## src/rtl/enemy_missile_pkg.sv

```systemverilog
// +----------------------------------------------------------------------------+
// | enemy_missile_pkg : shared types and constants for the enemy-missile block |
// | Rev 1.0                                                                    |
// +----------------------------------------------------------------------------+
`default_nettype none

package enemy_missile_pkg;

  localparam int POS_W                   = 12;
  localparam int DEF_N_EN                = 4;
  localparam int DEF_SPEED               = 4;
  localparam int DEF_Y_LIMIT             = 768;
  localparam int DEF_Y_LAUNCH_OFFSET     = 40;
  localparam int DEF_COOLDOWN_FRAMES     = 30;

  localparam logic [7:0] LFSR_SEED = 8'hA5;
  // Galois feedback mask for x^8 + x^6 + x^5 + x^4 + 1 (right-shifting form)
  localparam logic [7:0] LFSR_TAPS = 8'hB8;

  typedef enum logic [1:0] {
    IDLE     = 2'd0,
    LAUNCH   = 2'd1,
    FLY      = 2'd2,
    COOLDOWN = 2'd3
  } state_e;

  function automatic logic [7:0] lfsr_next(input logic [7:0] s);
    return {1'b0, s[7:1]} ^ (s[0] ? LFSR_TAPS : 8'h00);
  endfunction

endpackage

`default_nettype wire

```

## src/rtl/enemy_missile_ctrl_rr_arbiter.sv

```systemverilog
// +----------------------------------------------------------------------------+
// | rr_arbiter : combinational round-robin pick, searching upward from ptr     |
// | Rev 1.0                                                                    |
// +----------------------------------------------------------------------------+
`default_nettype none

module rr_arbiter #(
  parameter int N     = 4,
  parameter int PTR_W = $clog2(N)
) (
  input  logic [N-1:0]     req,
  input  logic [PTR_W-1:0] ptr,
  output logic [N-1:0]     gnt,
  output logic [PTR_W-1:0] idx,
  output logic             valid
);

  always_comb begin
    gnt   = '0;
    idx   = '0;
    valid = 1'b0;
    for (int k = 0; k < N; k++) begin
      if (!valid && req[(int'(ptr) + k) % N]) begin
        valid = 1'b1;
        idx   = PTR_W'((int'(ptr) + k) % N);
        gnt[(int'(ptr) + k) % N] = 1'b1;
      end
    end
  end

endmodule

`default_nettype wire

```

## src/rtl/enemy_missile_ctrl.sv

```systemverilog
// +----------------------------------------------------------------------------+
// | enemy_missile_ctrl : arbitrates, launches and flies the shared missile.    |
// | Optional ENEMY_MISSILE_JITTER_EN adds LFSR jitter to the cooldown length.  |
// | Rev 1.0                                                                    |
// +----------------------------------------------------------------------------+
`default_nettype none

module enemy_missile_ctrl
  import enemy_missile_pkg::*;
#(
  parameter int N_EN            = DEF_N_EN,
  parameter int SPEED           = DEF_SPEED,
  parameter int Y_LIMIT         = DEF_Y_LIMIT,
  parameter int Y_LAUNCH_OFFSET = DEF_Y_LAUNCH_OFFSET,
  parameter int COOLDOWN_FRAMES = DEF_COOLDOWN_FRAMES
) (
  input  logic                  pclk,
  input  logic                  rst,
  input  logic                  vsync_in,
  input  logic [N_EN-1:0]       fire_req,
  input  logic [POS_W*N_EN-1:0] en_xpos,
  input  logic [POS_W*N_EN-1:0] en_ypos,
  input  logic                  hit,
  output logic [POS_W-1:0]      xpos,
  output logic [POS_W-1:0]      ypos,
  output logic                  on,
  output logic [N_EN-1:0]       grant,
  output logic                  busy
);

  localparam int PTR_W = $clog2(N_EN);
`ifdef ENEMY_MISSILE_JITTER_EN
  localparam int CD_MAX = COOLDOWN_FRAMES + 15;
`else
  localparam int CD_MAX = COOLDOWN_FRAMES;
`endif
  localparam int CNT_W = (CD_MAX < 2) ? 1 : $clog2(CD_MAX + 1);

  localparam logic [POS_W:0]   SPEED_C  = (POS_W+1)'(SPEED);
  localparam logic [POS_W:0]   LIMIT_C  = (POS_W+1)'(Y_LIMIT);
  localparam logic [POS_W-1:0] OFFSET_C = POS_W'(Y_LAUNCH_OFFSET);

  state_e             state_q, state_d;
  logic               vsync_q;
  logic [POS_W-1:0]   xpos_q, xpos_d;
  logic [POS_W-1:0]   ypos_q, ypos_d;
  logic               on_q, on_d;
  logic [N_EN-1:0]    grant_q, grant_d;
  logic               busy_q, busy_d;
  logic [PTR_W-1:0]   rr_ptr_q, rr_ptr_d;
  logic [CNT_W-1:0]   cnt_q, cnt_d;

  logic               tick;
  logic [N_EN-1:0]    arb_gnt;
  logic [PTR_W-1:0]   arb_idx;
  logic               arb_valid;
  logic [POS_W-1:0]   sel_x, sel_y;
  logic [POS_W:0]     ysum;
  logic [CNT_W-1:0]   cd_len;

  assign tick = vsync_in & ~vsync_q;

  rr_arbiter #(
    .N     (N_EN),
    .PTR_W (PTR_W)
  ) u_arb (
    .req   (fire_req),
    .ptr   (rr_ptr_q),
    .gnt   (arb_gnt),
    .idx   (arb_idx),
    .valid (arb_valid)
  );

  assign sel_x = en_xpos[int'(arb_idx)*POS_W +: POS_W];
  assign sel_y = en_ypos[int'(arb_idx)*POS_W +: POS_W];
  // 13-bit sum so a missile near the bottom of the 12-bit range cannot wrap past the limit
  assign ysum  = {1'b0, ypos_q} + SPEED_C;

`ifdef ENEMY_MISSILE_JITTER_EN
  logic [7:0] lfsr_q, lfsr_d;

  assign lfsr_d = tick ? lfsr_next(lfsr_q) : lfsr_q;
  assign cd_len = CNT_W'(COOLDOWN_FRAMES) + CNT_W'(lfsr_q[3:0]);

  always_ff @(posedge pclk or negedge rst) begin
    if (!rst) lfsr_q <= LFSR_SEED;
    else      lfsr_q <= lfsr_d;
  end
`else
  assign cd_len = CNT_W'(COOLDOWN_FRAMES);
`endif

  always_comb begin
    state_d  = state_q;
    xpos_d   = xpos_q;
    ypos_d   = ypos_q;
    on_d     = on_q;
    grant_d  = '0;
    busy_d   = busy_q;
    rr_ptr_d = rr_ptr_q;
    cnt_d    = cnt_q;
    case (state_q)
      IDLE: begin
        if (arb_valid) begin
          grant_d  = arb_gnt;
          xpos_d   = sel_x;
          ypos_d   = sel_y + OFFSET_C;
          rr_ptr_d = (arb_idx == PTR_W'(N_EN - 1)) ? '0 : arb_idx + PTR_W'(1);
          busy_d   = 1'b1;
          state_d  = LAUNCH;
        end
      end
      LAUNCH: begin
        on_d    = 1'b1;
        busy_d  = 1'b1;
        state_d = FLY;
      end
      FLY: begin
        if (hit || (tick && (ysum > LIMIT_C))) begin
          on_d    = 1'b0;
          cnt_d   = cd_len;
          state_d = COOLDOWN;
        end else if (tick) begin
          ypos_d = ysum[POS_W-1:0];
        end
      end
      COOLDOWN: begin
        // the tick that takes the count to zero (or finds it already zero) ends cooldown
        if (tick) begin
          if (cnt_q <= CNT_W'(1)) begin
            cnt_d   = '0;
            busy_d  = 1'b0;
            state_d = IDLE;
          end else begin
            cnt_d = cnt_q - CNT_W'(1);
          end
        end
      end
      default: begin
        on_d    = 1'b0;
        busy_d  = 1'b0;
        state_d = IDLE;
      end
    endcase
  end

  always_ff @(posedge pclk or negedge rst) begin
    if (!rst) begin
      state_q  <= IDLE;
      vsync_q  <= 1'b0;
      xpos_q   <= '0;
      ypos_q   <= '0;
      on_q     <= 1'b0;
      grant_q  <= '0;
      busy_q   <= 1'b0;
      rr_ptr_q <= '0;
      cnt_q    <= '0;
    end else begin
      state_q  <= state_d;
      vsync_q  <= vsync_in;
      xpos_q   <= xpos_d;
      ypos_q   <= ypos_d;
      on_q     <= on_d;
      grant_q  <= grant_d;
      busy_q   <= busy_d;
      rr_ptr_q <= rr_ptr_d;
      cnt_q    <= cnt_d;
    end
  end

  assign xpos  = xpos_q;
  assign ypos  = ypos_q;
  assign on    = on_q;
  assign grant = grant_q;
  assign busy  = busy_q;

endmodule

`default_nettype wire

```

## config.mk

```make
export PLATFORM = sky130hd
export DESIGN_NAME = enemy_missile_ctrl
export DESIGN_NICKNAME = d
export VERILOG_FILES = /design/src/rtl/enemy_missile_pkg.sv /design/src/rtl/enemy_missile_ctrl_rr_arbiter.sv /design/src/rtl/enemy_missile_ctrl.sv
export SDC_FILE = /design/constraint.sdc
export NUM_CORES = 1
export LEC_CHECK = 0
export CAP_MARGIN = 20
export CORE_UTILIZATION = 45
export CTS_CLUSTER_DIAMETER = 30
export CTS_CLUSTER_SIZE = 14
export DETAILED_ROUTE_END_ITERATION = 8
export GPL_TIMING_DRIVEN = 0
export PLACE_DENSITY = 0.83
export SLEW_MARGIN = 10
export SYNTH_ARGS = -nofsm -noshare
export SYNTH_HDL_FRONTEND = slang
export SYNTH_SLANG_ARGS = --single-unit
```

## constraint.sdc

```tcl
create_clock -name pclk -period 4.7 [get_ports pclk]
set_clock_uncertainty 0.2 [all_clocks]
set_input_delay 0.47 -clock pclk [delete_from_list [all_inputs] [get_ports pclk]]
set_output_delay 0.47 -clock pclk [all_outputs]
set_load 0.005 [all_outputs]
```

==> metrics.csv <==
stage,metric,value,unit
timing,Worst-Margin Slew,0.7444,ns
clocking,Root Driver,clkbuf_8,
global_routing,largest net degree at the start of global routing,26,
timing,setup TNS,0,ns
clocking,CTS Sinks,40,
timing,Final min period,4.340,ns
yosys,"flops & latches, synth",40,
routing,vias,3583,
yosys,syn_nets,513,
floorplanning,core area,7253,sq um
placement,DP Wirelength,7884,um
clocking,TritonCTS Buffers,5,
yosys,Async SR Flop Fraction,1.000,
clocking,H-tree levels,2,
clocking,PostCTS Resize Cnt,0,
flow_run,Max Cap Viol,0,
layout,number of antenna diodes,0,
placement,Setup WS pre-CTS,0.4693,ns
worst_setup_path,Crit path largest cell delay,0.46,ns
floorplanning,num rows,31,
routing,DRC Markers,0,
routing,Via density,5.660,
placement,gpl congestion,0.8472,
global_routing,initial antenna violation count,0,
power_and_ir_drop,PwrDens,695.8,nW/um^2
power_and_ir_drop,leakage,2.047,nW
floorplanning,IO Count,134,
worst_setup_path,CP endpoint,ypos[7],
placement,input/output buffers,132,
worst_setup_path,CP cell instances,"buf_6, inv_1, ha_1, clkbuf_1, mux4_2, nor2b_4, nor2_4, mux2_4, buf_6, a211oi_1, nor2_1, ha_1, o21ai_0, xor2_1, a221oi_1",
placement,Placed Cells,624,
layout,post-route core utilization,0.6859,
layout,share of cells above drive strength 1,0.08614,
timing,Final Max Tran Viols,0,
worst_setup_path,critical path's slowest cell,dfrtp_1,
routing,DRT Wirelength,9969,um
worst_setup_path,worst r2r dst,ypos[7],
worst_setup_path,Startpoint Class,flop,
yosys,post-synthesis sequential area ratio,0.2963,
global_routing,grt total ovfl,0,
worst_setup_path,worst r2r path cells,15,
layout,most frequent cells in the layout,"clkdlybuf4s50_1 (131), nand2_1 (53), o21ai_0 (47)",
timing,period utilisation layout,0.9234,
worst_setup_path,setup slack on the worst flop-to-flop path,0.36,ns
yosys,top_reg_cell synth,dfrtp_1,
global_routing,first-pass GRT wire length,15500,um
floorplanning,Die ar.,7858,sq um
clocking,Worst-path clk slew,0.09,ns
worst_setup_path,Critical Path AT,4.34,ns
floorplanning,Initial Util,0.4658,
min_path,class of the worst hold path,flop to flop,
yosys,synthesized area,3378,sq um
timing,Setup WS post-layout,0.3601,ns
floorplanning,DIE WIDTH,88.65,um
clocking,clock latency on the worst-skew pair,0.30,ns
layout,Final Instance Count excl. Fillers,633,
timing,Max Freq,0.2304,GHz
timing,Slew HR,0.5037,
yosys,yosys warns,0,
layout,Area Growth Syn to Fin,47.26,%
worst_setup_path,Crit Path Category,flop to flop,
global_routing,gr usage total,0.2552,
yosys,"EDFF count, synth",0,
power_and_ir_drop,worst vdd ir,0.4292,mV
yosys,Post-Syn Instances,392,
run_status,status,completed,
worst_setup_path,Reg-to-Reg Start,rr_ptr_q[0],
routing,total iterations of the first detailed-routing run,4,
layout,"commonest non-fill, non-tap cell in the layout",clkdlybuf4s50_1,
yosys,mean post-synth cell area,8.618,sq um
clocking,CTS tree,done,
worst_setup_path,CP endpoint kind,flop,
yosys,Unique masters post-synth,57,
worst_setup_path,Worst Path Required,4.70,ns
floorplanning,chip height,88.65,um
worst_setup_path,Critical Path Fanout Max,10,
timing,number of hold violations in the final report,0,
routing,initial DRC count,231,
clocking,Clock Path Buffers,2,
worst_setup_path,crit path from,rr_ptr_q[0],
routing,drt wl/cell,15.75,um
timing,Final setup viols,0,
routing,remaining antenna violation count,0,
global_routing,vias in the first global route,3349,
timing,RSZ-0062 raised after global routing,no,
layout,final-stage net count,654,
critical path, delay by kind of cell, from the launching register on:
kind,cells,cell delay [ns]
flops,1,0.46
fa+ha+maj,2,0.56
compound gates,3,0.99
simple gates,3,0.40
xor+xnor,1,0.10
buf+inv,4,0.76
mux,2,0.77
synth_stat cells (3+ instances only):
cell type,number,area share
clkbuf_1,15,0.017
nand3_1,7,0.010
o21ai_0,47,0.070
mux2_2,15,0.050
xnor2_1,5,0.013
a211oi_1,8,0.018
buf_1,4,0.0044
a221oi_1,6,0.016
nor4_1,3,0.0056
buf_2,4,0.0059
mux2i_1,25,0.074
nor2_1,27,0.030
a21oi_1,17,0.025
nor3_1,6,0.0089
a22o_1,5,0.013
o31ai_1,6,0.013
mux4_2,7,0.047
nand2_1,53,0.059
o211ai_1,3,0.0067
a22oi_1,4,0.0089
nor2b_1,5,0.0093
o22ai_1,4,0.0074
nand4_1,3,0.0056
ha_1,17,0.063
dfrtp_1,40,0.30
xor2_1,5,0.013
inv_1,12,0.013
cell type report:
class,count,area (sq um)
multi-input combinational,314,2215
buffer,25,113.9
timing repair buffer,134,1346
fill,608,2278
clock buffer,7,96.34
inverter,13,48.80
sequential,40,1001
tap,99,123.9
clock inverter,1,30.03
layer usage:
metal	GRT usage	wire (um)	up-vias
li1	-	-	1722
met1	0.3103	3978	1685
met2	0.4462	5122	152
met3	0.06157	654	24
met4	0.07771	214	0
met5	0	0	-
metrics by stage:
step	hold slack [ns]	total power, W	area, sq um
6_report	0.2866	0.003461	4975
5_1_grt	0.3146	0.003728	4975
4_1_cts	0.2872	0.003441	4975
3_5_place_dp	0.2160	0.003113	4838
3_3_place_gp	0.2643	0.003028	4823
2_1_floorplan	-0.02559	0.002316	3378
state kept, by name (all words and copies together) (netlist names):
register  count
xpos         12
rr_ptr_q      2
cnt_q         5
busy          1
on            1
vsync_q       1
state_q       2
ypos         12
grant         4
power breakdown:
part           internal, W  total (W)  switching (W)
Sequential        0.000513   0.000682       0.000170
Combinational      0.00116    0.00246        0.00130
Clock             0.000188   0.000320       0.000133
Total              0.00186    0.00346        0.00161
how the worst min path moves through the flow:
stage | end | slack [ns] | start | cells past startpoint
2_1_floorplan | busy | -0.03 | rst | 0
3_3_place_gp | xpos[4] | 0.26 | xpos[4] | 2
3_5_place_dp | cnt_q[2] | 0.22 | rst | 1
4_1_cts | xpos[8] | 0.29 | xpos[8] | 2
5_1_grt | xpos[8] | 0.31 | xpos[8] | 2
6_report | xpos[8] | 0.29 | xpos[8] | 2
timing repair:
action | 4_1_cts | 5_1_grt
buffers inserted | 0 | 0
hold buffers | 1 | 0
endpoints found under the hold margin | 15 | 0
kinds of logic (layout without fill, tap and decap cells):
group	Yosys count	in the layout	share of synthesized area
adders and majority gates	17	17	0.06296
muxes	49	49	0.1785
and+or+nand+nor	124	124	0.1763
xor gates and xnor gates	10	10	0.02592
buffers and inverters	38	180	0.04814
DFF	40	40	0.2963
AOI/OAI and AO/OA	114	114	0.2118
(Power assumes the default switching activity.)
